## config.mk

```make
export PLATFORM = sky130hd
export DESIGN_NAME = stepdir_pulse_gen_flat
export DESIGN_NICKNAME = d
export VERILOG_FILES = /design/src/rtl/stepdir_pulse_gen_if.sv /design/src/rtl/stepdir_pulse_gen.sv /design/src/flat_wrapper.sv
export SDC_FILE = /design/constraint.sdc
export NUM_CORES = 1
export LEC_CHECK = 0
export CAP_MARGIN = 20
export CORE_MARGIN = 2
export CORE_UTILIZATION = 35
export DETAILED_ROUTE_END_ITERATION = 12
export DONT_BUFFER_PORTS = 1
export PLACE_DENSITY = 0.48
export SKIP_LAST_GASP = 1
export SLEW_MARGIN = 20
export SYNTH_ARGS = -nofsm -noshare
export SYNTH_HDL_FRONTEND = slang
export SYNTH_SLANG_ARGS = --single-unit
```

## constraint.sdc

```tcl
create_clock -name clk -period 4.4 [get_ports clk]
set_clock_uncertainty 0.1 [all_clocks]
set_input_delay 0.44 -clock clk [delete_from_list [all_inputs] [get_ports clk]]
set_output_delay 0.44 -clock clk [all_outputs]
set_load 0.02 [all_outputs]
```

## src/rtl/stepdir_pulse_gen_if.sv

```systemverilog
// Move-command channel between the register layer (master) and the step/dir
// pulse generator (slave).
interface stepdir_pulse_gen_if #(
  parameter int COUNT_W  = 16,
  parameter int PERIOD_W = 16
);
  // Handshake: a command transfers on the rising edge where cmd_valid and
  // cmd_ready are both high; the fields only need to be stable at that edge.
  // cmd_ready is high only while the generator is idle.
  logic                cmd_valid;
  logic                cmd_ready;
  logic                cmd_dir;
  logic [COUNT_W-1:0]  cmd_steps;
  logic [PERIOD_W-1:0] cmd_period;

  modport master (
    output cmd_valid,
    output cmd_dir,
    output cmd_steps,
    output cmd_period,
    input  cmd_ready
  );

  modport slave (
    input  cmd_valid,
    input  cmd_dir,
    input  cmd_steps,
    input  cmd_period,
    output cmd_ready
  );
endinterface

```

## src/rtl/stepdir_pulse_gen.sv

```systemverilog
// Step/dir pulse source: runs one latched move command as a train of fixed-rate
// step pulses, with dir setup time, minimum high time and early abort.
module stepdir_pulse_gen #(
  parameter int COUNT_W  = 16,
  parameter int PERIOD_W = 16
) (
  input  logic                clk,
  input  logic                resetn,
  stepdir_pulse_gen_if.slave  cmd,
  input  logic [7:0]          config_pulse_width,
  input  logic [7:0]          config_dir_setup,
  input  logic                abort,
  output logic                step,
  output logic                dir,
  output logic                busy,
  output logic                done,
  output logic [COUNT_W-1:0]  steps_remaining,
  output logic [2:0]          state_dbg
);

  localparam int CW = PERIOD_W + 1;
  localparam logic [CW-1:0]      CW_ONE    = CW'(1);
  localparam logic [COUNT_W-1:0] COUNT_ONE = COUNT_W'(1);

  typedef enum logic [2:0] {
    IDLE       = 3'd0,
    DIR_SETUP  = 3'd1,
    PULSE_HIGH = 3'd2,
    PULSE_LOW  = 3'd3,
    FINISH     = 3'd4
  } state_t;

  state_t        state;
  logic [CW-1:0] cnt;
  logic [7:0]    pw_m1;
  logic [CW-1:0] low_m1;
  logic          abort_pend;
  logic          ready_q;

  // Effective timing for a command being accepted this cycle.
  logic [7:0]    pw_eff;
  logic [CW-1:0] pw_ext;
  logic [CW-1:0] pw_p1;
  logic [CW-1:0] per_ext;
  logic [CW-1:0] p_eff;
  logic [CW-1:0] low_m1_new;

  always_comb begin
    pw_eff     = (config_pulse_width == 8'd0) ? 8'd1 : config_pulse_width;
    pw_ext     = CW'(pw_eff);
    pw_p1      = pw_ext + CW_ONE;
    per_ext    = CW'(cmd.cmd_period);
    p_eff      = (per_ext >= pw_p1) ? per_ext : pw_p1;
    low_m1_new = p_eff - pw_ext - CW_ONE;
  end

  assign cmd.cmd_ready = ready_q;
  assign state_dbg     = state;

  always_ff @(posedge clk or negedge resetn) begin
    if (!resetn) begin
      state           <= IDLE;
      cnt             <= '0;
      pw_m1           <= '0;
      low_m1          <= '0;
      abort_pend      <= 1'b0;
      ready_q         <= 1'b1;
      step            <= 1'b0;
      dir             <= 1'b0;
      busy            <= 1'b0;
      done            <= 1'b0;
      steps_remaining <= '0;
    end else begin
      case (state)
        IDLE: begin
          if (cmd.cmd_valid && ready_q) begin
            abort_pend <= 1'b0;
            pw_m1      <= pw_eff - 8'd1;
            low_m1     <= low_m1_new;
            ready_q    <= 1'b0;
            if (cmd.cmd_steps == '0) begin
              state           <= FINISH;
              done            <= 1'b1;
              steps_remaining <= '0;
            end else if ((cmd.cmd_dir != dir) && (config_dir_setup != 8'd0)) begin
              state           <= DIR_SETUP;
              busy            <= 1'b1;
              dir             <= cmd.cmd_dir;
              cnt             <= CW'(config_dir_setup) - CW_ONE;
              steps_remaining <= cmd.cmd_steps;
            end else begin
              state           <= PULSE_HIGH;
              busy            <= 1'b1;
              dir             <= cmd.cmd_dir;
              step            <= 1'b1;
              cnt             <= pw_ext - CW_ONE;
              steps_remaining <= cmd.cmd_steps - COUNT_ONE;
            end
          end
        end

        DIR_SETUP: begin
          if (abort) begin
            state <= FINISH;
            busy  <= 1'b0;
            done  <= 1'b1;
          end else if (cnt == '0) begin
            state           <= PULSE_HIGH;
            step            <= 1'b1;
            cnt             <= CW'(pw_m1);
            steps_remaining <= steps_remaining - COUNT_ONE;
          end else begin
            cnt <= cnt - CW_ONE;
          end
        end

        // An abort seen mid-pulse is remembered so the pulse keeps its full width.
        PULSE_HIGH: begin
          if (cnt == '0) begin
            step <= 1'b0;
            if (abort_pend || abort) begin
              state <= FINISH;
              busy  <= 1'b0;
              done  <= 1'b1;
            end else begin
              state <= PULSE_LOW;
              cnt   <= low_m1;
            end
          end else begin
            cnt <= cnt - CW_ONE;
            if (abort) abort_pend <= 1'b1;
          end
        end

        PULSE_LOW: begin
          if (abort || ((cnt == '0) && (steps_remaining == '0))) begin
            state <= FINISH;
            busy  <= 1'b0;
            done  <= 1'b1;
          end else if (cnt == '0) begin
            state           <= PULSE_HIGH;
            step            <= 1'b1;
            cnt             <= CW'(pw_m1);
            steps_remaining <= steps_remaining - COUNT_ONE;
          end else begin
            cnt <= cnt - CW_ONE;
          end
        end

        FINISH: begin
          state   <= IDLE;
          done    <= 1'b0;
          ready_q <= 1'b1;
        end

        default: begin
          state   <= IDLE;
          step    <= 1'b0;
          busy    <= 1'b0;
          done    <= 1'b0;
          ready_q <= 1'b1;
        end
      endcase
    end
  end

endmodule

```

## src/flat_wrapper.sv

```systemverilog
// flat-port wrapper written by rule: the top's interface ports become plain ports
module stepdir_pulse_gen_flat 
#(
  parameter int COUNT_W  = 16,
  parameter int PERIOD_W = 16
)
  (clk, resetn, config_pulse_width, config_dir_setup, abort, step, dir, busy, done, steps_remaining, state_dbg, cmd_cmd_valid, cmd_cmd_dir, cmd_cmd_steps, cmd_cmd_period, cmd_cmd_ready);
  stepdir_pulse_gen_if #(.COUNT_W(COUNT_W), .PERIOD_W(PERIOD_W)) cmd_i ();
  input  logic clk;
  input  logic resetn;
  input  logic [7:0] config_pulse_width;
  input  logic [7:0] config_dir_setup;
  input  logic abort;
  output logic step;
  output logic dir;
  output logic busy;
  output logic done;
  output logic [COUNT_W-1:0] steps_remaining;
  output logic [2:0] state_dbg;
  input wire logic [$bits(cmd_i.cmd_valid)-1:0] cmd_cmd_valid;
  input wire logic [$bits(cmd_i.cmd_dir)-1:0] cmd_cmd_dir;
  input wire logic [$bits(cmd_i.cmd_steps)-1:0] cmd_cmd_steps;
  input wire logic [$bits(cmd_i.cmd_period)-1:0] cmd_cmd_period;
  output wire logic [$bits(cmd_i.cmd_ready)-1:0] cmd_cmd_ready;
  assign cmd_i.cmd_valid = cmd_cmd_valid;
  assign cmd_i.cmd_dir = cmd_cmd_dir;
  assign cmd_i.cmd_steps = cmd_cmd_steps;
  assign cmd_i.cmd_period = cmd_cmd_period;
  assign cmd_cmd_ready = cmd_i.cmd_ready;
  stepdir_pulse_gen #(.COUNT_W(COUNT_W), .PERIOD_W(PERIOD_W)) u_core (.clk(clk), .resetn(resetn), .cmd(cmd_i), .config_pulse_width(config_pulse_width), .config_dir_setup(config_dir_setup), .abort(abort), .step(step), .dir(dir), .busy(busy), .done(done), .steps_remaining(steps_remaining), .state_dbg(state_dbg));
endmodule
```

### Word-level counts from Yosys, hierarchy flattened

Index checks and enable logic that the tools add are counted.

| storage, ports and cells | value |
|---|---|
| bits in registers | 67 |
| output and inout bits | 24 |
| logic and storage cells | 120 |
| input bits | 53 |

| cells by class | value |
|---|---|
| muxes and demuxes | 53 |
| add/subtract/negate cells | 9 |
| reductions and logical operators | 25 |
| equality and inequality tests | 18 |
| bitwise operators | 3 |
| magnitude comparators | 1 |

Operators by type and width:

| operator | count |
|---|---|
| $mux 17 | 9 |
| $mux 16 | 6 |
| $pmux 17 s4 | 1 |
| $pmux 16 s3 | 1 |
| $sub 17x1->17 const B | 2 |
| $logic_not 16->1 | 2 |
| $sub 16x1->16 const B | 2 |
| $mux 1 | 21 |
| $mux 3 | 7 |
| $sub 8x1->9 const B | 2 |
| $ge 16x17->1 | 1 |
| $logic_not 17->1 | 1 |
| $sub 17x8->17 | 1 |
| $ne 2x2->1 const B | 7 |
| $reduce_and 7->1 | 2 |
| $pmux 3 s4 | 1 |
| $reduce_and 6->1 | 2 |
| $ne 2x1->1 const B | 5 |
| $pmux 1 s5 | 2 |
| $add 8x1->9 const B | 1 |
| $logic_not 8->1 | 1 |
| $mux 8 | 1 |
| $reduce_and 4->1 | 2 |
| $reduce_bool 8->1 | 1 |
| 19 further kinds | 28 |

### Logic depth before layout (Yosys ltp)

Gate-level depths: netlist of the first run.

| depth | value |
|---|---|
| word-level depth | 7 |
| mapped depth | 23 |
| gate-level depth less buffers | 21 |

### Worst setup path before layout of the first run

Ideal clock, no wire load.

| timing path | value |
|---|---|
| path type | input port to flip-flop |
| start | input config_pulse_width[2] |
| end | register u_core.low_m1[13] |
| setup slack | -795 ps |
| setup time | 83 ps |
| buffers on the path | 2 |
| stages on the path | 22 |
| data required time | 4217 ps |
| arrival | 5012 ps |
| path through | clkbuf_1 or4_1 nor3_1 a21oi_1 ha_1 inv_1 ha_1 nand3_1 o21ai_0 a311oi_1 o21ai_1 clkbuf_1 o21ai_0 ha_1 a21o_1 a21o_1 nand2_1 a21oi_1 o311ai_0 nand4_1 xor2_1 o21ai_0 |

| between the ends | value |
|---|---|
| word-level cells in the longest chain between the ends | 7 |

RTL lines:

| item | RTL line | RTL |
|---|---|---|
| from (decl) | flat_wrapper.sv:11 | `input logic [7:0] config_pulse_width;` |
| $logic_not 8->1 (*) | stepdir_pulse_gen.sv:49 | `pw_eff = (config_pulse_width == 8'd0) ? 8'd1 : config_pulse_width;` |
| $mux 8 (*) | stepdir_pulse_gen.sv:49 |  |
| $add 8x1->9 (*) | stepdir_pulse_gen.sv:51 | `pw_p1 = pw_ext + CW_ONE;` |
| via u_core.pw_p1[0] | stepdir_pulse_gen.sv:43 | `logic [CW-1:0] pw_p1;` |
| $ge 16x17->1 | stepdir_pulse_gen.sv:53 | `p_eff = (per_ext >= pw_p1) ? per_ext : pw_p1;` |
| $mux 17 (*) | stepdir_pulse_gen.sv:53 |  |
| $sub 17x8->17 (*) | stepdir_pulse_gen.sv:54 | `low_m1_new = p_eff - pw_ext - CW_ONE;` |
| $sub 17x1->17 (*) | stepdir_pulse_gen.sv:54 |  |
| to (signal assigned) | stepdir_pulse_gen.sv:79 | `low_m1 <= low_m1_new;` |
| to (decl) | stepdir_pulse_gen.sv:36 | `logic [CW-1:0] low_m1;` |

Mark *: on every way through the listed nets, which the timed path passes. The rest lies on a longest branch.
A chain may end at the register's enable or synchronous reset.

### Worst setup path in the final report of the first run

| timing path | value |
|---|---|
| start | input config_pulse_width[3] |
| end | register u_core.low_m1[12] |

The elaborated chain is that of the path after synthesis.

==> results.rst, run 1 <==
.. list-table::
   :header-rows: 1

   * - Metric
     - Value
   * - Family of cells with the greatest summed delay on the critical path
     - compound AO/OA/AOI/OAI gates
   * - Detail Route met3 WL
     - approximately 1.2 mm
   * - Via count of the first global-routing pass
     - around 4800
   * - Min setup slack post-route
     - between 0.15 and 0.2 ns
   * - Setup TNS Final
     - 0 ns
   * - DR WL met2
     - just over 7 mm
   * - Final-report setup violation count
     - 0
   * - Mapped cell area
     - 0.00528 mm²
   * - Count of warnings emitted by yosys
     - 0
   * - Status
     - finished, final reports clean
   * - Async S/R FF share, synth
     - 100%
   * - Core area
     - 0.0146 mm²
   * - Post-synthesis area per instance
     - 7.95 µm²
   * - Number of antenna violations at the first check in global routing
     - 0
   * - Total Die Area
     - between 0.015 and 0.02 mm²
   * - Pin count of the biggest net entering global routing
     - between 60 and 70
   * - F_max
     - about 240 MHz
   * - Vias per inst
     - ~5.7
   * - Hold Crit Class
     - in -> reg
   * - Total routing usage reported by global routing
     - 20.5%
   * - Number of flops mapped to enable cells by yosys
     - 0
   * - CTS tree
     - done
   * - Number of buffers created by CTS
     - 9
   * - Max-slew headroom at the worst pin
     - 50.5%
   * - Required @ worst endpoint
     - 4.58 ns
   * - Routed WL
     - ~16 mm
   * - Number of distinct library cells after synthesis
     - 70
   * - Top fanout value on the critical path
     - 5
   * - Sequential area share after synthesis
     - 31.8%
   * - Clock sink count
     - 67
   * - Routability congestion estimate from global placement
     - approximately 0.86
   * - Die width
     - 127 µm
   * - Ratio of cells with drive above 1 in the final layout
     - a little over an eighth
   * - Clock Latency Late Sink
     - between 0.3 and 0.4 ns
   * - Global-route wire length before repair
     - ~26 mm
   * - Most Frequent Cell on Critical Path
     - sky130_fd_sc_hd__ha_4
   * - Vias after detailed routing
     - 4925
   * - Initial Util
     - between 30% and 40%
   * - Total buffers and inverters traversed by the critical path
     - 1
   * - Fill cell count
     - approximately 1500
   * - Power density cells
     - 386 mW/mm²
   * - Post-route ant nets
     - 0
   * - Residual overflow from global routing
     - 0
   * - # Max-Cap Violations
     - 0
   * - Worst-margin pin slew
     - between 0.7 and 0.8 ns
   * - Layout net count
     - around 750
   * - Violation count after the first detailed-route iteration
     - 331
   * - Core Util, Final
     - 41.6%
   * - Post-detail-place hpwl
     - ~12 mm
   * - Crit path DAT
     - about 4.4 ns
   * - Remaining design rule violation count
     - 0
   * - Post-synthesis register bit count
     - 67
   * - Delay of the slowest cell on the worst path
     - between 0.5 and 0.6 ns
   * - Crit-path cells
     - or4_4, nor3_4, a21oi_4, ha_4, inv_2, ha_4, nand3_2, o21ai_1, a311oi_1, o21ai_2, mux2_4, ha_4, fa_2, a21o_1, nand2_2, a21oi_4, o41ai_4, nand3_2, xor2_1, o21ai_1
   * - Leak
     - between 2 and 2.5 nW
   * - Cell at the root of the clock tree
     - sky130_fd_sc_hd__clkbuf_16
   * - Clock-pin slew on the worst setup and hold paths
     - ~0.060 ns
   * - Metal1 wirelength
     - 7.31 mm
   * - Minimum clock period after layout
     - 4.24 ns
   * - H-tree depth reported by CTS
     - 3
   * - Share of the clock period used by the worst path after layout
     - a little under 100%
   * - Site row count
     - 44
   * - Critical path class
     - in -> reg
   * - Diode count
     - 0
   * - Startpoint types
     - input port
   * - Hold violation count in the final report
     - 0
   * - Commonest register cell after synthesis
     - sky130_fd_sc_hd__dfrtp_1
   * - Die Height
     - roughly 130 µm
   * - Max stage delay cell, worst path
     - sky130_fd_sc_hd__or4_4
   * - 1st-pass router iterations
     - 4
   * - Top routing layer in use
     - met4
   * - Average wire per cell in the routed design
     - approximately 18 µm
   * - IO Pins
     - 77
   * - Worst supply voltage drop on vdd
     - between 0.00015 and 0.0002 V
   * - CP Capture Type
     - flop
   * - Minimum setup slack after placement
     - -0.252 ns
   * - Number of slew-limit violations in the final report
     - 0
   * - Gate count of the mapped netlist
     - ~660
   * - Synthesized netlist net count
     - between 700 and 800
   * - Port bufs
     - 0
   * - Area growth from synthesis to layout
     - 15.4%
   * - Clock buffer depth
     - 2
-- layout by cell type (no fill, tap or decap), types with 5 or more instances in the layout --
cell type	netlist	layout
sky130_fd_sc_hd__xnor2_1	30	30
sky130_fd_sc_hd__nand2_1	91	89
sky130_fd_sc_hd__inv_1	20	19
sky130_fd_sc_hd__o22ai_1	7	7
sky130_fd_sc_hd__o32ai_1	7	7
sky130_fd_sc_hd__o31ai_1	6	6
sky130_fd_sc_hd__a21oi_1	43	40
sky130_fd_sc_hd__a22oi_1	7	7
sky130_fd_sc_hd__a21o_1	6	6
sky130_fd_sc_hd__nor3_1	26	25
sky130_fd_sc_hd__buf_4	1	32
sky130_fd_sc_hd__nor2_1	62	62
sky130_fd_sc_hd__o21ai_1	11	18
sky130_fd_sc_hd__dfrtp_1	66	66
sky130_fd_sc_hd__mux2_2	6	5
sky130_fd_sc_hd__nand3_1	16	14
sky130_fd_sc_hd__ha_1	22	19
sky130_fd_sc_hd__a22o_1	16	16
sky130_fd_sc_hd__nor4_1	8	8
sky130_fd_sc_hd__xor2_1	20	19
sky130_fd_sc_hd__or3_1	9	9
sky130_fd_sc_hd__o21ai_0	62	53
sky130_fd_sc_hd__a31oi_1	14	14
sky130_fd_sc_hd__clkbuf_16	0	9
sky130_fd_sc_hd__nand4_1	9	9
-- state kept, by name, indices dropped and copies added, names as in the netlist --
signal and cells:
u_core.cnt 17, u_core.done 1, u_core.busy 1, u_core.low_m1 17, u_core.abort_pend 1, u_core.dir 1
u_core.step 1, u_core.cmd.cmd_ready 1, u_core.pw_m1 8, u_core.state_dbg 3, u_core.steps_remaining 16
-- per-stage QoR --
| step | hold slack (ns) | area, µm² | power [W] | cells |
|---|---|---|---|---|
| after CTS | 0.134 | 6030 | 0.00236 | 861 |
| after global routing | 0.130 | 6090 | 0.00250 | 864 |
| after detailed placement | 0.0459 | 5680 | 0.00155 | 843 |
| after global placement | 0.0460 | 5680 | 0.00153 | 843 |
| after floorplan | 0.0444 | 5420 | 0.00139 | 664 |
| final | 0.149 | 6090 | 0.00235 | 864 |
-- cells by family after synthesis --
logic type      Yosys count  synth area share, %
simple gates            260                 24.3
compound gates          202                 23.8
flops                    67                 31.8
buf+inv                  55                 4.76
xor+xnor                 50                 8.29
fa+ha+maj                23                 5.59
mux                       7                 1.47
-- per-layer routing --
layer | vias up | GRT usage (%)
met3 | 18 | 6.24
met2 | 159 | 32.0
li1 | 2434 | -
met5 | - | 0
met4 | 0 | 7.11
met1 | 2314 | 27.1
-- power by group --
part	switching [W]	internal (W)
combinational	0.000397	0.000316
clock	0.000294	0.000494
sequential	0.000139	0.000715
total	0.000830	0.00152
-- synthesized netlist by cell type, types with 7 or more instances --
master	count	area [µm²]
sky130_fd_sc_hd__a21oi_1	43	215
sky130_fd_sc_hd__o22ai_1	7	43.8
sky130_fd_sc_hd__a22oi_1	7	52.6
sky130_fd_sc_hd__o21ai_1	11	55.1
sky130_fd_sc_hd__nor3_1	26	130
sky130_fd_sc_hd__clkbuf_1	24	90.1
sky130_fd_sc_hd__nand3_1	16	80.1
sky130_fd_sc_hd__nor2_1	62	233
sky130_fd_sc_hd__xnor2_1	30	263
sky130_fd_sc_hd__dfrtp_1	66	1650
sky130_fd_sc_hd__nor4_1	8	50.1
sky130_fd_sc_hd__nand2_1	91	342
sky130_fd_sc_hd__a31oi_1	14	87.6
sky130_fd_sc_hd__ha_1	22	275
sky130_fd_sc_hd__o21ai_0	62	310
sky130_fd_sc_hd__inv_1	20	75.1
sky130_fd_sc_hd__o32ai_1	7	61.3
sky130_fd_sc_hd__nand4_1	9	56.3
sky130_fd_sc_hd__a22o_1	16	140
sky130_fd_sc_hd__or3_1	9	56.3
sky130_fd_sc_hd__xor2_1	20	175
-- worst paths after layout --
path                                                  start                               endpoint  slack [ns]  cells after the start
worst max register to register    u_core.cnt[0]$_DFFE_PN0P_             u_core.cnt[16]$_DFFE_PN0P_        1.11                     11
worst min-delay path                            cmd_cmd_dir                 u_core.dir$_DFFE_PN0P_        0.15                      1
min in group asynchronous                            resetn  u_core.steps_remaining[9]$_DFFE_PN0P_        0.53                      2
worst max-delay path                  config_pulse_width[3]          u_core.low_m1[12]$_DFFE_PN0P_        0.16                     20
max in group asynchronous                            resetn            u_core.pw_m1[6]$_DFFE_PN0P_        3.36                      2
worst min register to register  u_core.pw_m1[7]$_DFFE_PN0P_            u_core.pw_m1[7]$_DFFE_PN0P_        0.38                      2
-- layout make-up --
type / count / area (µm²) / area share [%]
Clock inverter: 7 / 92.6 / 1.52
Inverter: 21 / 78.8 / 1.29
Sequential cell: 67 / 1680 / 27.5
Clock buffer: 9 / 225 / 3.70
Tap cell: 184 / 230 / 3.78
Multi-Input combinational cell: 542 / 3510 / 57.6
Timing Repair Buffer: 34 / 278 / 4.56
-- what timing repair did --
action                                  in CTS  in global routing
endpoints found under the setup margin       0                  9
hold endpoints to repair                    67                  0
hold buffers                                 2                  0
setup buffers                                0                  3
gates resized for setup                      0                  9
Power figures use the tool's default switching activity.
==> run 2, diff against run 1 <==
--- a/config.mk
+++ b/config.mk
@@ -5,6 +5,7 @@
 export SDC_FILE = /design/constraint.sdc
 export NUM_CORES = 1
 export LEC_CHECK = 0
+export ABC_CLOCK_PERIOD_IN_PS = 4400
 export CAP_MARGIN = 20
 export CORE_MARGIN = 2
 export CORE_UTILIZATION = 35
==> results of run 2 <==
Final layout, timing and power as in run 1 (identical DEF).
==> run 3, diff against run 2 <==
--- a/config.mk
+++ b/config.mk
@@ -8,10 +8,10 @@
 export ABC_CLOCK_PERIOD_IN_PS = 4400
 export CAP_MARGIN = 20
 export CORE_MARGIN = 2
-export CORE_UTILIZATION = 35
+export CORE_UTILIZATION = 45
 export DETAILED_ROUTE_END_ITERATION = 12
 export DONT_BUFFER_PORTS = 1
-export PLACE_DENSITY = 0.48
+export PLACE_DENSITY = 0.59
 export SKIP_LAST_GASP = 1
 export SLEW_MARGIN = 20
 export SYNTH_ARGS = -nofsm -noshare
==> run 3 against run 2 <==
  * Non-clock buffer count down 4
  * Clock-buffer cell count unchanged
  * Final cell count down 5.2%
  * Worst hold slack better by 0.0022 ns
  * Register-to-register slack worse by 0.11 ns
  * Clock power up 7.0%
  * Global-route usage up 3.5 points
  * Flip-flop and latch count unchanged
  * Sequential power down 0.5%
  * Core utilization up 11 points
  * Combinational power down 2%
  * Largest cell class unchanged
==> results.rst, run 3 (synthesis results as in run 1) <==
.. list-table::
   :header-rows: 1

   * - Metric
     - Value
   * - IO Pins
     - 77 (unchanged)
   * - Power density cells
     - 397 mW/mm² (was 386 mW/mm²)
   * - Most frequent cells in the layout
     - 90 x sky130_fd_sc_hd__nand2_1, 66 x sky130_fd_sc_hd__dfrtp_1, 62 x sky130_fd_sc_hd__nor2_1 (was 89 x sky130_fd_sc_hd__nand2_1, 66 x sky130_fd_sc_hd__dfrtp_1, 62 x sky130_fd_sc_hd__nor2_1)
   * - Worst-margin pin slew
     - 0.919 ns (was 0.742 ns)
   * - Setup TNS Final
     - 0 ns (unchanged)
   * - Top fanout value on the critical path
     - 7 (was 5)
   * - Residual overflow from global routing
     - 0 (unchanged)
   * - Diode count
     - 0 (unchanged)
   * - CP Capture Type
     - flop (unchanged)
   * - Beginning of the worst hold path
     - cmd_cmd_dir (unchanged)
   * - Post-layout instance count excluding filler cells
     - 819 (was 864)
   * - Violation count after the first detailed-route iteration
     - 345 (was 331)
   * - Core area
     - 0.0114 mm² (was 0.0146 mm²)
   * - Initial Util
     - 46.2% (was 36.1%)
   * - H-tree depth reported by CTS
     - 3 (unchanged)
   * - Most frequent standard cell in the layout excluding fill and tap cells
     - sky130_fd_sc_hd__nand2_1 (unchanged)
   * - Layout net count
     - 747 (was 751)
   * - Met1 Usage GRT
     - 30.5% (was 27.1%)
   * - Post-placement cell count
     - 799 (was 843)
   * - Number of slew-limit violations in the final report
     - 0 (unchanged)
   * - Remaining design rule violation count
     - 0 (unchanged)
   * - Max-slew headroom at the worst pin
     - 38.7% (was 50.5%)
   * - Crit path DAT
     - 4.37 ns (was 4.42 ns)
   * - Leading registers by flop count
     - u_core.cnt x17, u_core.low_m1 x17, u_core.steps_remaining x16 (unchanged)
   * - Unrepaired setup endpoints after global routing
     - true
   * - Clock buffer depth
     - 2 (unchanged)
   * - Routed WL
     - 14.7 mm (was 15.9 mm)
   * - Number of antenna violations at the first check in global routing
     - 0 (unchanged)
   * - Average wire per cell in the routed design
     - 18.0 µm (was 18.4 µm)
   * - Post-detail-place hpwl
     - 11.0 mm (was 11.8 mm)
   * - Met2 Track Usage GR
     - 39.0% (was 32.0%)
   * - Cell at the root of the clock tree
     - sky130_fd_sc_hd__clkbuf_16 (unchanged)
   * - Clock Latency Late Sink
     - 0.34 ns (was 0.35 ns)
   * - Startpoint types
     - input port (unchanged)
   * - Most heavily used metal layer in global routing
     - met2 (unchanged)
   * - Port bufs
     - 0 (unchanged)
   * - Number of buffers created by CTS
     - 9 (unchanged)
   * - Final-report setup violation count
     - 0 (unchanged)
   * - Worst setup path startpoint
     - config_pulse_width[2] (was config_pulse_width[3])
   * - Minimum clock period after layout
     - 4.26 ns (was 4.24 ns)
   * - Die width
     - 112 µm (was 127 µm)
   * - # Max-Cap Violations
     - 0 (unchanged)
   * - Required @ worst endpoint
     - 4.51 ns (was 4.58 ns)
   * - Critical path class
     - in -> reg (unchanged)
   * - Vias per inst
     - 6.08 (was 5.70)
   * - Clock-pin slew on the worst setup and hold paths
     - 0.06 ns (about the same)
   * - Hold Crit Class
     - in -> reg (unchanged)
   * - Post-route ant nets
     - 0 (unchanged)
   * - Reg-to-Reg Start
     - u_core.cnt[0]$_DFFE_PN0P_ (unchanged)
   * - Status
     - finished, final reports clean (unchanged)
   * - Global-route wire length before repair
     - 24.4 mm (was 26.2 mm)
   * - Ratio of cells with drive above 1 in the final layout
     - 13.2% (was 13.5%)
   * - Worst supply voltage drop on vdd
     - 0.000186 V (was 0.000191 V)
   * - Area growth from synthesis to layout
     - 14.1% (was 15.4%)
   * - Leak
     - 2.50 nW (about the same)
   * - Hold violation count in the final report
     - 0 (unchanged)
   * - Pin count of the biggest net entering global routing
     - 68 (unchanged)
   * - Total Die Area
     - 0.0126 mm² (was 0.0161 mm²)
   * - Clock sink count
     - 67 (unchanged)
   * - Die Height
     - 112 µm (was 127 µm)
   * - Fraction of met3 tracks used by global routing
     - 7.51% (was 6.24%)
   * - Via count of the first global-routing pass
     - 4929 (was 4835)
   * - Total routing usage reported by global routing
     - 24.0% (was 20.5%)
   * - Share of the clock period used by the worst path after layout
     - 96.7% (was 96.4%)
   * - F_max
     - 235 MHz (was 236 MHz)
   * - Vias after detailed routing
     - 4976 (was 4925)
   * - CTS tree
     - done (unchanged)
   * - Site row count
     - 39 (was 44)
   * - 1st-pass router iterations
     - 4 (unchanged)
   * - Routability congestion estimate from global placement
     - 0.924 (was 0.864)
==> run 3: final cells by class <==
| class | instances | area [µm²] |
|---|---|---|
| clock buffer | 9 | 225 |
| clock inverter | 7 | 116 |
| fill | 1112 | 5390 |
| inverter | 21 | 81.3 |
| multi-input combinational | 542 | 3500 |
| sequential | 67 | 1680 |
| tap | 143 | 179 |
| timing repair buffer | 30 | 248 |
==> run 3: final timing paths <==
| path | end | slack (ns) | depth (start not counted) |
|---|---|---|---|
| max | u_core.low_m1[14]$_DFFE_PN0P_ | 0.14 | 20 |
| min | u_core.dir$_DFFE_PN0P_ | 0.15 | 1 |
| max reg2reg | u_core.steps_remaining[15]$_DFFE_PN0P_ | 1.00 | 11 |
| min reg2reg | u_core.low_m1[7]$_DFFE_PN0P_ | 0.37 | 2 |
| max in group asynchronous | u_core.cmd.cmd_ready$_DFFE_PN1P_ | 3.35 | 2 |
| min in group asynchronous | u_core.steps_remaining[8]$_DFFE_PN0P_ | 0.53 | 2 |
==> run 3: layer usage <==
layer	vias to the layer above	wire length (µm)
li1	2428	-
met1	2363	6510
met2	166	6840
met3	19	1080
met4	0	291
met5	-	0
==> run 3: report_power, final <==
part | leakage (nW) | switching [W] | internal [W]
Combinational | 1.45 | 0.000387 | 0.000312
Clock | 0.165 | 0.000290 | 0.000552
Sequential | 0.880 | 0.000135 | 0.000715
==> run 3: stage by stage <==
stage / cell area, µm² / hold slack (ns) / util, % / total power (W) / setup slack [ns]
detailed placement: 5610 / 0.0459 / 49.1 / 0.00153 / -0.224
floorplan: 5420 / 0.0444 / - / 0.00139 / -0.146
finish: 6030 / 0.151 / 52.8 / 0.00239 / 0.143
global route: 6030 / 0.151 / 52.8 / 0.00255 / -0.0663
global placement: 5610 / 0.0458 / 49.1 / 0.00152 / -0.119
CTS: 5980 / 0.145 / 52.4 / 0.00240 / 0.130
==> run 3: timing repair <==
item                                    in CTS  in global routing
resized for setup                            0                  7
hold endpoints to repair                    67                  0
endpoints found under the setup margin       0                  9
setup buffers                                0                  2
hold buffers                                 2                  0
==> run 3: critical path: stages <==
cell,delay (ns)
sky130_fd_sc_hd__or4_4,0.54
sky130_fd_sc_hd__nor3_4,0.18
sky130_fd_sc_hd__a21oi_4,0.10
sky130_fd_sc_hd__ha_4,0.29
sky130_fd_sc_hd__inv_4,0.04
sky130_fd_sc_hd__ha_4,0.21
sky130_fd_sc_hd__nand3_2,0.07
sky130_fd_sc_hd__o21ai_2,0.06
sky130_fd_sc_hd__a311oi_2,0.29
sky130_fd_sc_hd__o21ai_2,0.11
sky130_fd_sc_hd__mux2_4,0.32
sky130_fd_sc_hd__ha_4,0.17
sky130_fd_sc_hd__fa_2,0.35
sky130_fd_sc_hd__a21o_1,0.20
sky130_fd_sc_hd__nand2_1,0.08
sky130_fd_sc_hd__a21oi_2,0.07
sky130_fd_sc_hd__o41ai_4,0.44
sky130_fd_sc_hd__nand4_1,0.15
sky130_fd_sc_hd__xor2_1,0.18
sky130_fd_sc_hd__o21ai_1,0.08
